--- config.mk ---
export PLATFORM = sky130hd
export DESIGN_NAME = spi_master_arbiter
export DESIGN_NICKNAME = d
export VERILOG_FILES = /design/src/rtl/spi_pkg.sv /design/src/rtl/rr_arbiter.sv /design/src/rtl/spi_master_arbiter.sv
export SDC_FILE = /design/constraint.sdc
export NUM_CORES = 1
export LEC_CHECK = 0
export ABC_AREA = 1
export CAP_MARGIN = 20
export CORE_ASPECT_RATIO = 0.5
export CORE_MARGIN = 2
export CORE_UTILIZATION = 50
export CTS_CLUSTER_SIZE = 8
export DETAILED_ROUTE_END_ITERATION = 16
export GPL_ROUTABILITY_DRIVEN = 0
export PLACE_DENSITY = 0.81
export SYNTH_ARGS = -nofsm -noshare
export SYNTH_HDL_FRONTEND = slang
export SYNTH_SLANG_ARGS = --single-unit
--- constraint.sdc ---
create_clock -name clk -period 3.7 [get_ports clk]
set_input_delay 1.11 -clock clk [delete_from_list [all_inputs] [get_ports clk]]
set_output_delay 1.11 -clock clk [all_outputs]
set_load 0.05 [all_outputs]
--- src/rtl/spi_pkg.sv ---
// rtl/spi_pkg.sv - shared byte width and arbiter state encoding
package spi_pkg;

    localparam int SPI_W = 8;

    typedef enum logic [1:0] {
        IDLE = 2'd0,
        OWN  = 2'd1,
        XFER = 2'd2
    } arb_state_t;

endpackage

--- src/rtl/rr_arbiter.sv ---
// rtl/rr_arbiter.sv - combinational round-robin pick starting at a pointer
module rr_arbiter #(
    parameter int NREQ = 2,
    parameter int IW   = (NREQ > 1) ? $clog2(NREQ) : 1
) (
    input  logic [NREQ-1:0] req,
    input  logic [IW-1:0]   ptr,
    output logic [NREQ-1:0] onehot,
    output logic [IW-1:0]   idx,
    output logic            found
);

    // Scan upward from ptr, wrapping at NREQ; the first set request wins.
    always_comb begin
        logic [IW:0] j;
        onehot = '0;
        idx    = '0;
        found  = 1'b0;
        j      = '0;
        for (int i = 0; i < NREQ; i++) begin
            j = {1'b0, ptr} + (IW+1)'(i);
            if (j >= (IW+1)'(NREQ)) begin
                j = j - (IW+1)'(NREQ);
            end
            if (!found && req[j[IW-1:0]]) begin
                found               = 1'b1;
                onehot[j[IW-1:0]]   = 1'b1;
                idx                 = j[IW-1:0];
            end
        end
    end

endmodule

--- src/rtl/spi_master_arbiter.sv ---
// rtl/spi_master_arbiter.sv - round-robin sharing of one SPI master among NREQ requesters
module spi_master_arbiter
    import spi_pkg::*;
#(
    parameter int NREQ    = 2,
    parameter int TIMEOUT = 1024
) (
    input  logic                  clk,
    input  logic                  rst_n,
    input  logic [NREQ-1:0]       req,
    input  logic [NREQ-1:0]       tx_valid,
    input  logic [NREQ-1:0]       tx_last,
    input  logic [SPI_W*NREQ-1:0] tx_data,
    output logic [NREQ-1:0]       tx_ack,
    output logic [NREQ-1:0]       gnt,
    output logic [NREQ-1:0]       rx_valid,
    output logic [SPI_W-1:0]      rx_data,
    output logic [NREQ-1:0]       err,
    input  logic                  m_ready,
    output logic                  m_send,
    output logic [SPI_W-1:0]      m_data,
    input  logic                  m_arrived,
    input  logic [SPI_W-1:0]      m_dataO
);

    localparam int IW = (NREQ > 1) ? $clog2(NREQ) : 1;
    localparam int TW = $clog2(TIMEOUT);
    localparam logic [TW-1:0] TMAX = TW'(TIMEOUT - 1);

    arb_state_t      state_q, state_d;
    logic [IW-1:0]   owner_q, owner_d;
    logic [IW-1:0]   rr_q, rr_d;
    logic [IW-1:0]   rr_next;
    logic [TW-1:0]   timer_q, timer_d;
    logic            last_q, last_d;
    logic [NREQ-1:0] gnt_d, tx_ack_d, rx_valid_d, err_d;
    logic [SPI_W-1:0] m_data_d, rx_data_d;
    logic            m_send_d;
    logic [NREQ-1:0] pick_onehot;
    logic [IW-1:0]   pick_idx;
    logic            pick_found;

    rr_arbiter #(.NREQ(NREQ), .IW(IW)) u_rr (
        .req    (req),
        .ptr    (rr_q),
        .onehot (pick_onehot),
        .idx    (pick_idx),
        .found  (pick_found)
    );

    // The released owner drops to lowest priority on the next arbitration.
    assign rr_next = (owner_q == IW'(NREQ - 1)) ? '0 : owner_q + 1'b1;

    // Next-state, grant, handshake pulses, data capture and stall timer.
    always_comb begin
        state_d    = state_q;
        owner_d    = owner_q;
        rr_d       = rr_q;
        timer_d    = timer_q;
        last_d     = last_q;
        gnt_d      = gnt;
        m_data_d   = m_data;
        rx_data_d  = rx_data;
        tx_ack_d   = '0;
        rx_valid_d = '0;
        err_d      = '0;
        m_send_d   = 1'b0;
        case (state_q)
            IDLE: begin
                if (pick_found) begin
                    owner_d = pick_idx;
                    gnt_d   = pick_onehot;
                    state_d = OWN;
                end
            end
            OWN: begin
                if (!req[owner_q]) begin
                    gnt_d   = '0;
                    state_d = IDLE;
                end else if (tx_valid[owner_q] && m_ready) begin
                    m_data_d = tx_data[owner_q*SPI_W +: SPI_W];
                    last_d   = tx_last[owner_q];
                    m_send_d = 1'b1;
                    tx_ack_d = gnt;
                    timer_d  = '0;
                    state_d  = XFER;
                end
            end
            XFER: begin
                timer_d = timer_q + 1'b1;
                if (m_arrived) begin
                    rx_data_d  = m_dataO;
                    rx_valid_d = gnt;
                    if (last_q) begin
                        gnt_d   = '0;
                        rr_d    = rr_next;
                        state_d = IDLE;
                    end else begin
                        state_d = OWN;
                    end
                end else if (timer_q == TMAX) begin
                    err_d   = gnt;
                    gnt_d   = '0;
                    rr_d    = rr_next;
                    state_d = IDLE;
                end
            end
            default: begin
                gnt_d   = '0;
                state_d = IDLE;
            end
        endcase
    end

    // State and registered outputs; reset drops any grant immediately.
    always_ff @(posedge clk or negedge rst_n) begin
        if (!rst_n) begin
            state_q  <= IDLE;
            owner_q  <= '0;
            rr_q     <= '0;
            timer_q  <= '0;
            last_q   <= 1'b0;
            gnt      <= '0;
            tx_ack   <= '0;
            rx_valid <= '0;
            err      <= '0;
            m_send   <= 1'b0;
            m_data   <= '0;
            rx_data  <= '0;
        end else begin
            state_q  <= state_d;
            owner_q  <= owner_d;
            rr_q     <= rr_d;
            timer_q  <= timer_d;
            last_q   <= last_d;
            gnt      <= gnt_d;
            tx_ack   <= tx_ack_d;
            rx_valid <= rx_valid_d;
            err      <= err_d;
            m_send   <= m_send_d;
            m_data   <= m_data_d;
            rx_data  <= rx_data_d;
        end
    end

endmodule

Word level (Yosys, flattened, before mapping) --
Cells that the tools add are included. W data, S select, Z words.
Operators by class: divide/modulo/power cells 0, reductions and logical operators 15, add/sub/neg operators 5, $mul 0, shift operators 1, bitwise operators 1, mux-type cells 52, order comparisons 7, eq/ne operators 11
Operators by type and width (number):
- $mux W2 | 19
- $mux W1 | 26
- $mux W10 | 2
- $pmux W10 S2 | 1
- $shiftx A16 B5 Y8 | 1
- $pmux W2 S3 | 2
- $reduce_and A3 Y1 | 4
- $add A10 B1 Y10 const B | 1
- $eq A10 B10 Y1 const B | 1
- $ne A3 B3 Y1 const B | 3
- $ne A2 B2 Y1 const B | 4
- $lt A1 B2 Y1 const B | 3
- $logic_and A1 B1 Y1 | 4
- $reduce_and A2 Y1 | 2
- $reduce_and A4 Y1 | 1
- $reduce_bool A2 Y1 | 2
- $add A1 B1 Y2 const B | 1
- $demux W1 S1 | 2
- $eq A2 B1 Y1 const B | 1
- $eq A2 B2 Y1 const B | 1
- $ge A1 B1 Y1 const B | 2
- $ge A1 B2 Y1 const B | 1
- $ge A2 B2 Y1 const B | 1
- $logic_not A2 Y1 | 1
- other kinds (5) | 6
Storage, ports and cells: latch bits 0, register bits after elaboration 40, RAM bits 0, memories kept 0, bits in read-only memories 0, output and inout bits 25, input port bits 34

Longest topological paths before layout --
Gate-level depths: netlist (run 1).
depth in word-level cells 11, depth in mapped cells 9, depth with buffers taken out 9

By module --
Synthesis (run 1) repeated with hierarchy kept, for this count alone.
Second synthesis, totals: cells, all modules 223, area total of the unflattened synthesis 2006.9 um^2
Modules (own cells, without submodules):
- spi_master_arbiter | area an instance 1976.9 um^2, times used 1, cells an instance 216
- rr_arbiter | area an instance 30.0 um^2, times used 1, cells an instance 7

Worst setup path before layout (run 1) --
OpenSTA, ideal clock, no wires.
kind in2reg, start input port m_arrived, end register rx_data[0], path buffers 1, setup slack 1.761 ns, arrival 1.812 ns, stages 3, cells stage by stage clkbuf_1 nand2_2 mux2_1
Between the ends: longest elaborated chain between the ends 1
Ends and longest elaborated chain:
- from (decl) | line spi_master_arbiter.sv:22 | input logic m_arrived,
- $reduce_and A2 Y1 (no line)
- to (signal assigned) | line spi_master_arbiter.sv:142 | rx_data <= rx_data_d;
- to (decl) | line spi_master_arbiter.sv:17 | output logic [SPI_W-1:0] rx_data,
No other way between the ends. A chain may end at the register's enable or synchronous reset.

Final worst setup path (run 1) --
start register gnt[1], end output port gnt[1]
RTL lines:
- from (decl) | line spi_master_arbiter.sv:15 | output logic [NREQ-1:0] gnt,
- from (signal assigned) | line spi_master_arbiter.sv:136 | gnt <= gnt_d;
No word-level cell between the ends.

==> metrics, run 1 <==
status finished clean; TritonCTS buffer count 5; Final Non-Filler Cells 328; Starting Density 54.1%; Max VDD drop 0.000470 V; Clk pwr share 17.0%; routed length per instance 12.9 um; vias in the first global route 1,632; Reg power frac 35.6%; Fin Hold WS 0.493 ns; Max Freq 0.382 GHz; Comb pwr share 47.5%; first-pass GRT wire length 6890 um; Net Sw Frac 44.9%; clk slew on worst S/H paths 0.07 ns; Yosys reg bits 40; Vias/cell 5.03; routed wire length 4230 um; Total GRT Usage 21.0%; die outline height 47.9 um; post-CTS sizing 0; Period minus WS final 2.62 ns; initial antenna violation count 0; Cell Int Power 1150 uW; CTS tree yes; Hold-fix buffers, CTS 0; die area 4400 sq um; share of layout cells above drive strength 1 10.1%; Residual DRC 0; commonest non-fill, non-tap cells in the layout clkdlybuf4s50_1 (57), nand2_1 (52), dfrtp_1 (40); Final nets 311; max cap viols 0; Clock Tree Root clkbuf_8; Rel. slew slack 42.7%; pre-CTS WS 1.07 ns; P_leak 0.00120 uW; Worst EP required 2.59 ns; Mean Syn Cell Area 8.89 sq um; Skew-Pair Late Insertion Delay 0.30 ns; crit path launch type flop; io pins 59; core area 3570 sq um; largest net degree at the start of global routing 41; min-delay src m_data[2]$_DFFE_PN0P_; Pins Over Slew Limit 0; Final period util 70.7%; clock skew 0.00718 ns; Sink Count 40; TNS Setup 0 ns; WP buf/inv 1; # diodes 0; via count 1,651; Worst setup EP type output port; power per cell area 794 nW/um^2; crit-path cells clkdlybuf4s50_1; commonest non-fill, non-tap cell in the layout clkdlybuf4s50_1; slowest cell delay on critical path 0.83 ns; htree depth 2; grt ovf 0; dpl cells 320; synthesized area 1930 sq um; Yosys cell types 30; worst hold path class flop to flop; CP max-delay cell clkdlybuf4s50_1; YS warnings 0; Cell Rows 15; Final Hold Viols 0; unrepaired setup endpoints after global routing false; Pre-antenna DRT Iters 4; Slew @ Worst Pin 0.860 ns; setup bufs post-CTS 0; Max clock buf depth 2; Worst Path Arrival 1.51 ns; P&R area growth vs syn 36.3%; post-DP HPWL 3100 um; cells after synthesis 217; Buffers on Ports 58; Final ANT Viol Nets 0; sequential share of the synthesized area 51.9%; worst setup path start gnt[1]$_DFFE_PN0P_; Top delay family on crit path buffers and inverters; syn_nets 252; Die Wd 91.8 um; Sw Pwr 937 uW; Final setup viols 0; CP max FO 3; initial DRC count 93; post-layout util 73.7%; CP Class flop to output port; final worst slack 1.08 ns; reg-to-reg startpoint owner_q$_DFFE_PN0P_
-- through the flow --
| step | cell area [sq um] | power (uW) |
|---|---|---|
| floorplan | 1930 | 1410 |
| global placement | 2520 | 1710 |
| detailed placement | 2520 | 1730 |
| CTS | 2630 | 2090 |
| global route | 2630 | 2200 |
| finish | 2630 | 2090 |
-- routing by layer --
metal,vias to the layer above,GRT usage (%),wire length [um]
met5,-,0,0
met3,6,5.35,203
li1,816,-,-
met1,784,22.9,1840
met4,0,11.6,78
met2,45,40.3,2100
-- Yosys cell counts, drive strengths merged --
master | count | share of area (%)
dfrtp | 40 | 52
buf | 4 | 2.0
a21oi | 3 | 0.78
nor2 | 33 | 8.3
nor3 | 1 | 0.26
o21bai | 2 | 0.78
nand4 | 2 | 0.65
o211ai | 1 | 0.39
mux2 | 8 | 4.7
nand3 | 17 | 4.7
clkinv | 1 | 0.19
nand2 | 57 | 12
o21ai | 15 | 4.7
ha | 1 | 0.65
nor4 | 2 | 0.65
inv | 20 | 3.9
o21a | 8 | 3.1
clkbuf | 2 | 0.39
-- area by class of cell --
type                            count  area [sq um]
Inverter                           21          78.8
Multi-Input combinational cell    150           802
Tap cell                           51          63.8
Timing Repair Buffer               58           576
Clock inverter                      2          35.0
Clock buffer                        6          72.6
Sequential cell                    40          1000
Fill cell                         246           937
-- flip-flops by register name, indices dropped and copies added, names as in the netlist, 2 cells and up --
signal    count
tx_ack        2
m_data        8
rx_valid      2
state_q       2
gnt           2
timer_q      10
rx_data       8
err           2
-- power groups by stage --
| stage | Clock, uW | Combinational, uW | Sequential (uW) |
|---|---|---|---|
| floorplan | 0 | 356 | 1060 |
| global placement | 0 | 971 | 740 |
| detailed placement | 0 | 989 | 743 |
| CTS | 356 | 995 | 740 |
| global route | 377 | 1060 | 762 |
| finish | 354 | 990 | 743 |
-- path summary, 6_finish.rpt --
| kind | end | slack [ns] | cells after the start |
|---|---|---|---|
| hold / removal | m_data[2]$_DFFE_PN0P_ | 0.49 | 1 |
| setup reg to reg | m_data[6]$_DFFE_PN0P_ | 1.75 | 7 |
| min in group asynchronous | rr_q$_DFFE_PN0P_ | 0.92 | 1 |
| hold reg to reg | m_data[2]$_DFFE_PN0P_ | 0.49 | 1 |
| setup / recovery | gnt[1] | 1.08 | 1 |
| max in group asynchronous | m_send$_DFF_PN0_ | 2.24 | 1 |
-- cells by family after synthesis --
kind of cell    Yosys count  synth area share, %
compound gates           29                 9.73
simple gates            112                 26.5
buf+inv                  27                 6.49
mux                       8                 4.67
flops                    40                 51.9
fa+ha+maj                 1                0.649
Note: power is estimated with default switching activity, not from simulation.
==> run 2, diff against run 1 <==
--- a/config.mk
+++ b/config.mk
@@ -9,11 +9,11 @@
 export CAP_MARGIN = 20
 export CORE_ASPECT_RATIO = 0.5
 export CORE_MARGIN = 2
-export CORE_UTILIZATION = 50
+export CORE_UTILIZATION = 46
 export CTS_CLUSTER_SIZE = 8
 export DETAILED_ROUTE_END_ITERATION = 16
 export GPL_ROUTABILITY_DRIVEN = 0
-export PLACE_DENSITY = 0.81
+export PLACE_DENSITY = 0.75
 export SYNTH_ARGS = -nofsm -noshare
 export SYNTH_HDL_FRONTEND = slang
 export SYNTH_SLANG_ARGS = --single-unit
==> constraint.sdc (replaced) <==
create_clock -name clk -period 2.45 [get_ports clk]
set_input_delay 0.735 -clock clk [delete_from_list [all_inputs] [get_ports clk]]
set_output_delay 0.735 -clock clk [all_outputs]
set_load 0.05 [all_outputs]
==> run 2 against run 1 <==
  * Critical path depth did not move
  * Total power rose by 52%
  * Register-to-register slack got worse by 0.94 ns
  * Die area rose by 8.1%
  * Sequential share of layout area shrank 0.54 points
  * Count of clock-buffer cells in the layout grew 1
  * Worst setup slack lost 0.83 ns
  * Utilization shrank 6.5 points
  * Routed wire length shrank 8.2%
  * Hold slack got worse by 0.00090 ns
  * Largest cell class unchanged
  * Sequential cell count is the same
  * Non-clock buffer count up 2
==> metrics, run 2 (same netlist as run 1, synthesis figures left out) <==
Comb pwr share 46.8% (-0.7 points); worst r2r dst m_data[7]$_DFFE_PN0P_; WP buf/inv 1 (unchanged); Worst Path Arrival 1.46 ns (-0.05 ns); Residual DRC 0 (unchanged); Die Wd 95.6 um (+4.1%); die outline height 49.8 um (+3.9%); Vias/cell 4.87 (-3.2%); setup slack, reg-to-reg 0.81 ns (-0.94 ns); largest registers timer_q (10), m_data (8), rx_data (8); max cap viols 0 (unchanged); Worst EP required 1.71 ns (-0.88 ns); Cell Int Power 1800 uW (+57%); share of layout cells above drive strength 1 11.1% (+1.0 points); pre-CTS WS 0.196 ns (-0.871 ns); Cell Rows 16 (+1); worst setup path start gnt[1]$_DFFE_PN0P_; Total GRT Usage 18.4% (-2.6 points); Sw Pwr 1370 uW (+46%); Final period util 89.6%; Crit path depth 1 (unchanged); Fin Hold WS 0.492 ns (-0.000897 ns); worst hold path class input pin to async pin; Rel. slew slack 65.8% (+23 points); clock skew 0.00812 ns (+0.000940 ns); die area 4760 sq um (+8.1%); post-CTS sizing 0 (unchanged); TritonCTS buffer count 5 (unchanged); status finished clean; FF-to-FF path depth 6 (-1); Max VDD drop 0.000676 V (+44%); Starting Density 48.6% (-5.4 points); Final setup viols 0 (unchanged); crit path launch type flop; CP max-delay cell clkdlybuf4s50_1; Worst setup EP type output port; routed length per instance 11.6 um (-9.6%); reg-to-reg startpoint owner_q$_DFFE_PN0P_; Reg power frac 34.9% (-0.7 points); power per cell area 1190 nW/um^2 (+50%); io pins 59 (unchanged); Final ANT Viol Nets 0 (unchanged); Max Freq 0.456 GHz; Clk pwr share 18.3% (+1.3 points); vias in the first global route 1,601 (-1.9%); commonest non-fill, non-tap cells in the layout clkdlybuf4s50_1 (57), nand2_1 (52), dfrtp_1 (40); grt ovf 0 (unchanged); P&R area growth vs syn 38.3%; Clock Tree Root clkbuf_8; final worst slack 0.255 ns (-0.830 ns); initial DRC count 45 (-52%); slowest cell delay on critical path 0.81 ns (-0.02 ns); # diodes 0 (unchanged); clk slew on worst S/H paths 0.07 ns (about the same); initial antenna violation count 0 (unchanged); Pre-antenna DRT Iters 4 (unchanged); Top delay family on crit path buffers and inverters; P_leak 0.00122 uW (+1.6%); crit-path cells clkdlybuf4s50_1; largest net degree at the start of global routing 41 (unchanged); Largest register FFs 10 (unchanged); Buffers on Ports 58 (unchanged); CTS tree yes; first-pass GRT wire length 6640 um (-3.7%); TNS Setup 0 ns (unchanged); Max clock buf depth 2 (unchanged); Skew-Pair Late Insertion Delay 0.29 ns (about the same); Pins Over Slew Limit 0 (unchanged); Most flops, register timer_q; Net Sw Frac 43.2% (-1.7 points); Final nets 313 (+0.64%); Hold-fix buffers, CTS 0 (unchanged); unrepaired setup endpoints after global routing false; via count 1,623 (-1.7%); Period minus WS final 2.20 ns; CP max FO 3 (unchanged); core area 3960 sq um (+11%); CP Class flop to output port; crit path to gnt[1]; Slew @ Worst Pin 0.512 ns (-0.348 ns); Final Hold Viols 0 (unchanged); htree depth 2 (unchanged); commonest non-fill, non-tap cell in the layout clkdlybuf4s50_1; Sink Count 40 (unchanged); setup bufs post-CTS 0 (unchanged); post-DP HPWL 2860 um (-7.8%); routed wire length 3880 um (-8.2%)
[run 2: changes by cell type in the layout (fill, tap and decap cells not counted)]
| cell | before | now |
|---|---|---|
| clkinv_2 | 1 | 0 |
| buf_4 | 0 | 2 |
| clkbuf_1 | 1 | 0 |
| clkbuf_8 | 5 | 7 |
[run 2: final cells by class]
cell class | instances | area, sq um
fill | 322 | 1300
sequential | 40 | 1000
multi-input combinational | 150 | 802
timing repair buffer | 60 | 591
clock buffer | 7 | 96.3
inverter | 21 | 78.8
tap | 54 | 67.6
clock inverter | 1 | 30.0
[run 2: power groups by stage]
stage	logic, uW	registers [uW]	clock network [uW]
3_3_place_gp	1460	1120	0
4_1_cts	1500	1110	597
2_1_floorplan	538	1590	0
3_5_place_dp	1500	1120	0
5_1_grt	1600	1150	632
6_report	1480	1110	581
[run 2: routing by layer]
metal / track usage [%] / vias to the layer above / share of wire, %
met5: 0 / - / 0
met4: 6.67 / 0 / 1.2
met3: 5.66 / 7 / 5.1
met2: 33.2 / 40 / 48
met1: 20.5 / 758 / 45
li1: - / 818 / -
[run 2: how the worst min path moves through the flow]
stage                                  end  slack [ns]  cells after the start
finish                 owner_q$_DFFE_PN0P_        0.49                      2
global placement    rx_data[1]$_DFFE_PN0P_        0.47                      1
CTS                  m_data[7]$_DFFE_PN0P_        0.50                      1
detailed placement   m_data[0]$_DFFE_PN0P_        0.48                      1
global route         m_data[7]$_DFFE_PN0P_        0.51                      1
floorplan                 err[0]$_DFF_PN0_        0.44                      0
[run 2: metrics by stage]
step	instance area, sq um	total power [uW]	util [%]	cells
2_1_floorplan	1930	2130	-	217
3_3_place_gp	2540	2580	64.1	325
3_5_place_dp	2540	2620	64.1	325
4_1_cts	2670	3210	67.3	333
5_1_grt	2670	3380	67.3	333
6_report	2670	3170	67.3	333
==> run 3, diff against run 2 <==
--- a/config.mk
+++ b/config.mk
@@ -9,11 +9,11 @@
 export CAP_MARGIN = 20
 export CORE_ASPECT_RATIO = 0.5
 export CORE_MARGIN = 2
-export CORE_UTILIZATION = 46
+export CORE_UTILIZATION = 40
 export CTS_CLUSTER_SIZE = 8
 export DETAILED_ROUTE_END_ITERATION = 16
-export GPL_ROUTABILITY_DRIVEN = 0
-export PLACE_DENSITY = 0.75
+export PLACE_DENSITY = 0.65
 export SYNTH_ARGS = -nofsm -noshare
 export SYNTH_HDL_FRONTEND = slang
+export SYNTH_HIERARCHICAL = 1
 export SYNTH_SLANG_ARGS = --single-unit
==> run 3 against run 2 <==
  * First-iteration DRC count shrank 24%
  * Worst setup slack lost 0.027 ns
  * Routed wire length grew 6.9%
  * Sequential power is essentially flat
  * Sequential share of layout area shrank 1.2 points
  * Area after synthesis grew 4.1%
  * Critical path depth is the same
  * Critical path type unchanged
==> metrics, run 3 <==
sequential share of the synthesized area 49.9% (-2.0 points); Mean Syn Cell Area 9.00 sq um (+1.3%); unrepaired setup endpoints after global routing false; Skew-Pair Late Insertion Delay 0.29 ns (about the same); Die Wd 104 um (+9.0%); Final Hold Viols 0 (unchanged); status finished clean; via count 1,655 (+2.0%); FF-to-FF path depth 8 (+2); Rel. slew slack 66.1% (+0.28 points); Max clock buf depth 2 (unchanged); post-layout util 56.4% (-11 points); Most flops, register timer_q; crit path to gnt[0]; Buffers on Ports 58 (unchanged); CP Class flop to output port; met1 Track Usage GR 19.5% (-0.99 points); Yosys cell types 29 (-3.3%); Cell Rows 18 (+2); Synth top cells by count nand2_1 (43), dfrtp_1 (40), nor2_1 (38); Residual DRC 0 (unchanged); Synth Flop Type dfrtp_1; top area cells in the synthesized netlist dfrtp_1 (50%), nand2_1 (8.0%), nor2_1 (7.1%); Yosys top cell by area dfrtp_1; YS warnings 6 (+6); Worst Path Arrival 1.49 ns (+0.03 ns); Final ANT Viol Nets 0 (unchanged); htree depth 2 (unchanged); CP max FO 3 (unchanged); grt met3 use 4.12% (-1.5 points); synthesized area 2010 sq um (+4.1%); post-CTS sizing 0 (unchanged); CTS tree yes; Top delay family on crit path buffers and inverters; Pre-antenna DRT Iters 4 (unchanged); Largest register FFs 10 (unchanged); io pins 59 (unchanged); Total GRT Usage 15.5% (-2.9 points); Max Freq 0.450 GHz (-1.2%); crit-path cells clkdlybuf4s50_1; dpl cells 348 (+7.1%); Final setup viols 0 (unchanged); vias in the first global route 1,601 (unchanged); Power Total 3190 uW (+0.47%); Sink Count 40 (unchanged); setup bufs post-CTS 0 (unchanged); core area 4890 sq um (+23%); # diodes 0 (unchanged); ys async rst share 100% (unchanged); clock skew 0.00903 ns (+0.000916 ns); Final nets 320 (+2.2%); Vias/cell 4.65 (-4.6%); worst r2r dst gnt[0]$_DFFE_PN0P_; GR peak layer met2; worst setup path start gnt[0]$_DFFE_PN0P_; gpl congestion 0.765; commonest non-fill, non-tap cell in the layout clkdlybuf4s50_1; WP buf/inv 1 (unchanged); P&R area growth vs syn 37.3%; Yosys reg bits 40 (unchanged); Max VDD drop 0.000653 V (-3.3%); TNS Setup 0 ns (unchanged); count leader, synth nand2_1; clk slew on worst S/H paths 0.08 ns (about the same); worst hold path class flop to flop; P_leak 0.00124 uW (+1.8%); Worst setup EP type output port; met2 Use GR 27.7% (-5.5 points); first-pass GRT wire length 6910 um (+4.2%); slowest cell delay on critical path 0.81 ns (about the same); Starting Density 41.1% (-7.6 points); largest registers timer_q (10), m_data (8), rx_data (8); Post-synth EDFFs 0 (unchanged); die outline height 54.1 um (+8.6%); syn_nets 258 (+2.4%); power per cell area 1160 nW/um^2 (-2.8%); grt ovf 0 (unchanged); Period minus WS final 2.22 ns (+0.0267 ns); TritonCTS buffer count 5 (unchanged); Hold-fix buffers, CTS 0 (unchanged); Final Non-Filler Cells 356 (+6.9%); share of layout cells above drive strength 1 15.7% (+4.6 points); Final period util 90.7% (+1.1 points); Fin Hold WS 0.490 ns (-0.00157 ns); post-synth top area share 49.9% (-2.0 points); setup slack, reg-to-reg 0.94 ns (+0.13 ns); max cap viols 0 (unchanged); reg-to-reg startpoint state_q[1]$_DFFE_PN0P_; initial DRC count 34 (-24%); Pins Over Slew Limit 0 (unchanged); commonest non-fill, non-tap cells in the layout clkdlybuf4s50_1 (57), nand2_1 (43), dfrtp_1 (40); Crit path depth 1 (unchanged); crit path launch type flop; Slew @ Worst Pin 0.508 ns (-0.00416 ns); cells after synthesis 223 (+2.8%); CP max-delay cell clkdlybuf4s50_1; Worst EP required 1.71 ns (about the same); die area 5630 sq um (+18%); initial antenna violation count 0 (unchanged); Clock Tree Root clkbuf_8; routed length per instance 11.6 um (about the same); post-DP HPWL 3080 um (+7.8%); largest net degree at the start of global routing 41 (unchanged); routed wire length 4150 um (+6.9%)
-- run 3: changes by cell type in the layout (fill, tap and decap cells not counted), sizes merged, moves of 2 or more --
cell | before | now
a21oi | 3 | 9
inv | 20 | 24
nand2 | 57 | 48
nand3 | 17 | 12
nand4 | 2 | 5
nor2 | 33 | 43
nor3 | 1 | 3
nor4 | 2 | 0
o21bai | 2 | 0
-- run 3: worst min-delay path by stage --
| stage | start | end | slack (ns) | cells after the start |
|---|---|---|---|---|
| floorplan | rst_n | err[0]$_DFF_PN0_ | 0.44 | 0 |
| global placement | timer_q[3]$_DFFE_PN0P_ | timer_q[3]$_DFFE_PN0P_ | 0.46 | 2 |
| detailed placement | m_data[3]$_DFFE_PN0P_ | m_data[3]$_DFFE_PN0P_ | 0.48 | 1 |
| CTS | m_data[1]$_DFFE_PN0P_ | m_data[1]$_DFFE_PN0P_ | 0.50 | 1 |
| global route | timer_q[3]$_DFFE_PN0P_ | timer_q[3]$_DFFE_PN0P_ | 0.51 | 2 |
| finish | timer_q[3]$_DFFE_PN0P_ | timer_q[3]$_DFFE_PN0P_ | 0.49 | 2 |
-- run 3: report_power, final --
| group | internal [uW] | total, uW | switching [uW] |
|---|---|---|---|
| Sequential | 907 | 1100 | 192 |
| Clock | 302 | 519 | 217 |
| Combinational | 568 | 1570 | 1000 |
-- run 3: layout make-up --
class / count / area, sq um
clock buffers: 6 / 72.6
clock inverters: 2 / 35.0
fillers: 467 / 2130
inverters: 24 / 95.1
multi-input cells: 153 / 853
flip-flops and latches: 40 / 1000
well taps: 70 / 87.6
repair buffers: 61 / 611
-- run 3: routing by layer --
layer / part of all wire (%) / up-vias
li1: - / 835
met1: 49 / 794
met2: 47 / 24
met3: 3.4 / 2
met4: 0.60 / 0
met5: 0 / -
-- run 3: metrics by stage --
step	setup WS [ns]	area [sq um]
floorplan	0.961	2010
global placement	0.317	2650
detailed placement	0.299	2650
CTS	0.212	2760
global route	0.165	2760
finish	0.228	2760
-- run 3: tightest hold or removal path, delay by kind of cell, from the launching register on --
kind	cells	cell delay [ns]
AND/OR/NAND/NOR	2	0.11
flip-flops	1	0.36
-- run 3: cell families after synthesis --
group | count (synthesis) | share of synthesized area [%]
and+or+nand+nor | 111 | 26.1
DFF | 40 | 49.9
buffers and inverters | 30 | 7.61
AOI/OAI and AO/OA | 33 | 11.3
adders and majority gates | 1 | 0.623
muxes | 8 | 4.49
==> RTL change 1: new RTL, settings of run 3 <==
Register the output `err` once more; this adds one clock of latency there. The other outputs are not delayed to match.
--- a/src/rtl/spi_master_arbiter.sv
+++ b/src/rtl/spi_master_arbiter.sv
@@ -27,4 +27,6 @@
     localparam int TW = $clog2(TIMEOUT);
     localparam logic [TW-1:0] TMAX = TW'(TIMEOUT - 1);
+
+    logic [NREQ-1:0] err_s0;
 
     arb_state_t      state_q, state_d;
@@ -124,5 +126,5 @@
             tx_ack   <= '0;
             rx_valid <= '0;
-            err      <= '0;
+            err_s0   <= '0;
             m_send   <= 1'b0;
             m_data   <= '0;
@@ -137,5 +139,5 @@
             tx_ack   <= tx_ack_d;
             rx_valid <= rx_valid_d;
-            err      <= err_d;
+            err_s0   <= err_d;
             m_send   <= m_send_d;
             m_data   <= m_data_d;
@@ -144,4 +146,8 @@
     end
 
+    always_ff @(posedge clk) begin
+        err <= err_s0;
+    end
+
 endmodule
 
Function: same outputs for any inputs over 10 cycles, from zero or initial values and one cycle with rst_n low; that may be too few to reach the edited logic, so the function may still have changed.
==> RTL change 1 against run 3 <==
- clock power grew 2%
- setup slack improved by 0.015 ns
- via count up 1.3%
- register-to-register slack got worse by 0.11 ns
- critical path type unchanged
- largest cell class unchanged
- maximum frequency is 0.70% higher
- sequential cell count up 2
- wire length grew 5.1%
- cell area grew 2.2%
- count of clock-buffer cells in the layout fell by 1
- power grew 1.5%
- cell count down 0.28%
- first-iteration DRC count rose by 71%
- synthesized area grew 3.5%
- highest routed layer unchanged
==> RTL change 1: results (changes against run 3) <==
[yosys]
ys_warn_count = 6  ; unchanged
synth_edf_count = 0  ; unchanged
synth.top_cells.by_area = dfrtp_1, nor2_1, nand2_1
synth_fp_nets = 256  ; -0.78%
ys_seq_area_frac = 0.501  ; +0.00245
syn_area_per_cell_sq_um = 9.40  ; +4.4%
synth-async-reset-ratio = 0.952  ; -0.0476
synthTopCellsByCount = dfrtp_1, nor2_1, nand2_1

[power]
irDropWorstVdd_mv = 0.655  ; +0.29%
leakagePower_uw = 0.00130  ; +4.5%
intPower_uw = 1830  ; +2.9%

[placement]
pre_cts_slack_ns = 0.333  ; +0.0340 ns
hpwl_um = 3210  ; +4.0%
globalplace.congestion = 0.894  ; +17%
placed_area_sq_um = 2710  ; +2.3%
dp_cells = 347  ; -0.29%
port_buffers = 58  ; unchanged

[clock_tree]
clk_pin_slew_ns = 0.08  ; about the same
cts_setup_buffers = 0  ; unchanged
htreeDepth = 2  ; unchanged
clock-root-buffer = clkbuf_8
clkLatencyLatePin_ns = 0.29  ; about the same
ctsResizeCount = 0  ; unchanged

[final_layout]
fin_nets = 319  ; -0.31%
drive_above_1_share = 0.165  ; +0.00757

[setup_path]
cpPeakStageDelay_ns = 0.81  ; about the same
arrival_ns = 1.47  ; -0.02 ns
crit_buf_inv = 1  ; unchanged
slowest_stage = clkdlybuf4s50_1

[grt]
grt_pass1_vias = 1564  ; -2.3%
antenna_found_initial = 0  ; unchanged
grt_first_pass_wirelength_um = 6990  ; +1.1%
grt_max_degree = 41  ; unchanged
grtUsageTotal = 0.157  ; +0.00193

[drt]
wirelength_um = 4360  ; +5.1%
routed_via_density = 4.72  ; +1.6%
drt_iter0_drc = 58  ; +71%
wl_per_cell_um = 12.3  ; +5.4%

[status]
status = complete, no violations

[timing]
max-slew-margin-rel = 0.654  ; -0.00674
finalClockSkew_ns = 0.00237  ; -0.00666 ns

## RTL change 1: changes by cell type after synthesis, sizes merged, moves of 2 or more
cell,delta
nor4,+2
nand2,-5
dfxtp,+2
nor3,-2
## RTL change 1: metal layers
metal | wire, um | vias to the layer above | track usage
li1 | - | 844 | -
met1 | 1980 | 795 | 0.187
met2 | 2190 | 33 | 0.296
met3 | 151 | 4 | 0.0363
met4 | 27 | 0 | 0.0482
met5 | 0 | - | 0
## RTL change 1: power by group through the flow
stage	registers (uW)	logic [uW]	clock network [uW]
6_report	1110	1600	529
5_1_grt	1140	1710	572
4_1_cts	1110	1610	544
3_5_place_dp	1120	1610	0
3_3_place_gp	1120	1580	0
2_1_floorplan	1590	671	0
## RTL change 1: area by class of cell
class                   instances  area [sq um]
fillers                       448          2140
flip-flops and latches         42          1040
multi-input cells             150           878
repair buffers                 61           611
inverters                      24          90.1
well taps                      70          87.6
clock buffers                   5          68.8
clock inverters                 3          40.0
## RTL change 1: path summary, 6_finish.rpt
check | startpoint | end | slack, ns | cells after the start
worst min register to register | err_s0[1] | err[1] | 0.35 | 0
worst max register to register | owner_q | m_data[0] | 0.83 | 9
worst max-delay path | gnt[0] | gnt[0] | 0.24 | 1
max in group asynchronous | rst_n | rx_data[6] | 1.61 | 2
min in group asynchronous | rst_n | state_q[1] | 0.49 | 2
worst min-delay path | err_s0[1] | err[1] | 0.35 | 0
## RTL change 1: kinds of logic (layout without fill, tap and decap cells)
family,after synthesis,in the layout,share of synthesized area
adder cells (fa/ha/maj),1,1,0.00602
multiplexers,8,8,0.0578
AND/OR/NAND/NOR,108,108,0.252
flip-flops,42,42,0.501
buffers and inverters,29,93,0.0759
AO/OA/AOI/OAI,33,33,0.107
==> RTL change 2: new RTL, config.mk and constraints of run 3 <==
Made on the original files. `NREQ` is set to 2 in 2 places; all go to 1.
--- a/src/rtl/rr_arbiter.sv
+++ b/src/rtl/rr_arbiter.sv
@@ -1,5 +1,5 @@
 // rtl/rr_arbiter.sv - combinational round-robin pick starting at a pointer
 module rr_arbiter #(
-    parameter int NREQ = 2,
+    parameter int NREQ = 1,
     parameter int IW   = (NREQ > 1) ? $clog2(NREQ) : 1
 ) (
--- a/src/rtl/spi_master_arbiter.sv
+++ b/src/rtl/spi_master_arbiter.sv
@@ -3,5 +3,5 @@
     import spi_pkg::*;
 #(
-    parameter int NREQ    = 2,
+    parameter int NREQ    = 1,
     parameter int TIMEOUT = 1024
 ) (
Interface: changed (8 resized); port bits go from 59 to 44. The function was not compared with the original's and may differ.
==> RTL change 2 against run 3 <==
- wire length fell by 24%
- sequential cell count fell by 5
- cell area fell by 20%
- clock power fell by 1%
- hold slack got worse by 0.0066 ns
- synthesized cell count fell by 20%
- via count fell by 21%
- setup slack got worse by 0.0069 ns
- power fell by 14%
- count of clock-buffer cells in the layout fell by 1
- maximum frequency fell by 0.31%
- synthesized area fell by 18%
- register-to-register slack got worse by 0.04 ns
- critical path type unchanged
==> RTL change 2: results (changes against run 3) <==
[status]
status = complete, no violations

[timing]
finalClockSkew_ns = 0.00916  ; +0.000131 ns
slew_viol_final = 0  ; unchanged
worst_pin_slew_ns = 0.505  ; -0.00217 ns

[placement]
hpwl_um = 2290  ; -26%
globalplace.congestion = 0.802  ; +4.9%
port_buffers = 43  ; -26%

[power]
irDropWorstVdd_mv = 0.590  ; -9.6%
leakagePower_uw = 0.00107  ; -13%

[grt]
grt_max_degree = 36  ; -12%
grtUsageTotal = 0.153  ; -0.00217
grt_first_pass_wirelength_um = 5470  ; -21%
antenna_found_initial = 0  ; unchanged
grt_pass1_vias = 1236  ; -23%

[drt]
vias = 1314  ; -21%
drt_iter0_drc = 45  ; +32%
firstDrtPassIters = 4  ; unchanged
wirelength_um = 3160  ; -24%

[setup_path]
cp_max_fo = 3  ; unchanged
critPathTopFamily = buffers and inverters
slowest_stage = clkdlybuf4s50_1

[final_layout]
fin_nets = 249  ; -22%
drive_above_1_share = 0.137  ; -0.0202
reg.largest.list = timer_q x10, m_data x8, rx_data x8

[clock_tree]
htreeDepth = 2  ; unchanged
ctsResizeCount = 0  ; unchanged
clkLatencyLatePin_ns = 0.28
cts_buffer_depth = 2  ; unchanged
cts_buffers = 5  ; unchanged
cts_setup_buffers = 0  ; unchanged

[yosys]
synth_fp_nets = 203  ; -21%
ys_warn_count = 6  ; unchanged

RTL change 2: layer usage:
| metal | GRT usage | vias up | part of all wire |
|---|---|---|---|
| met1 | 0.197 | 627 | 0.48 |
| met5 | 0 | - | 0 |
| met2 | 0.242 | 32 | 0.47 |
| met4 | 0.0580 | 0 | 0.0085 |
| met3 | 0.0479 | 2 | 0.044 |
| li1 | - | 653 | - |
RTL change 2: worst paths after layout:
path                       startpoint    endpoint  slack [ns]  cells past startpoint
max in group asynchronous       rst_n  timer_q[2]        1.27                      2
setup / recovery                  gnt         gnt        0.22                      1
hold reg to reg             m_data[7]   m_data[7]        0.48                      2
min in group asynchronous       rst_n  state_q[0]        0.86                      2
setup reg to reg           timer_q[0]         gnt        0.90                      8
hold / removal              m_data[7]   m_data[7]        0.48                      2
RTL change 2: stage by stage:
stage	area (sq um)	std cells	worst slack (ns)	hold WS [ns]	total power, uW
floorplan	1640	179	1.00	0.439	1810
global placement	2100	272	0.379	0.468	2210
detailed placement	2100	272	0.347	0.468	2230
CTS	2220	280	0.204	0.489	2760
global route	2220	280	0.173	0.521	2890
finish	2220	280	0.221	0.484	2730
RTL change 2: power by group:
| group | internal (uW) | switching (uW) |
|---|---|---|
| registers | 795 | 159 |
| logic | 468 | 794 |
| clock network | 303 | 211 |
| total | 1570 | 1160 |
RTL change 2: cell type report:
type	instances	area [sq um]
fill	370	1710
sequential	35	876
multi-input combinational	121	651
timing repair buffer	45	445
clock buffer	5	68.8
tap	54	67.6
inverter	17	63.8
clock inverter	3	43.8
RTL change 2: tightest hold or removal path, delay by kind of cell, from the launching register on:
| family | cells | cell delay, ns |
|---|---|---|
| AO/OA/AOI/OAI | 1 | 0.05 |
| flip-flops | 1 | 0.35 |
| AND/OR/NAND/NOR | 1 | 0.06 |
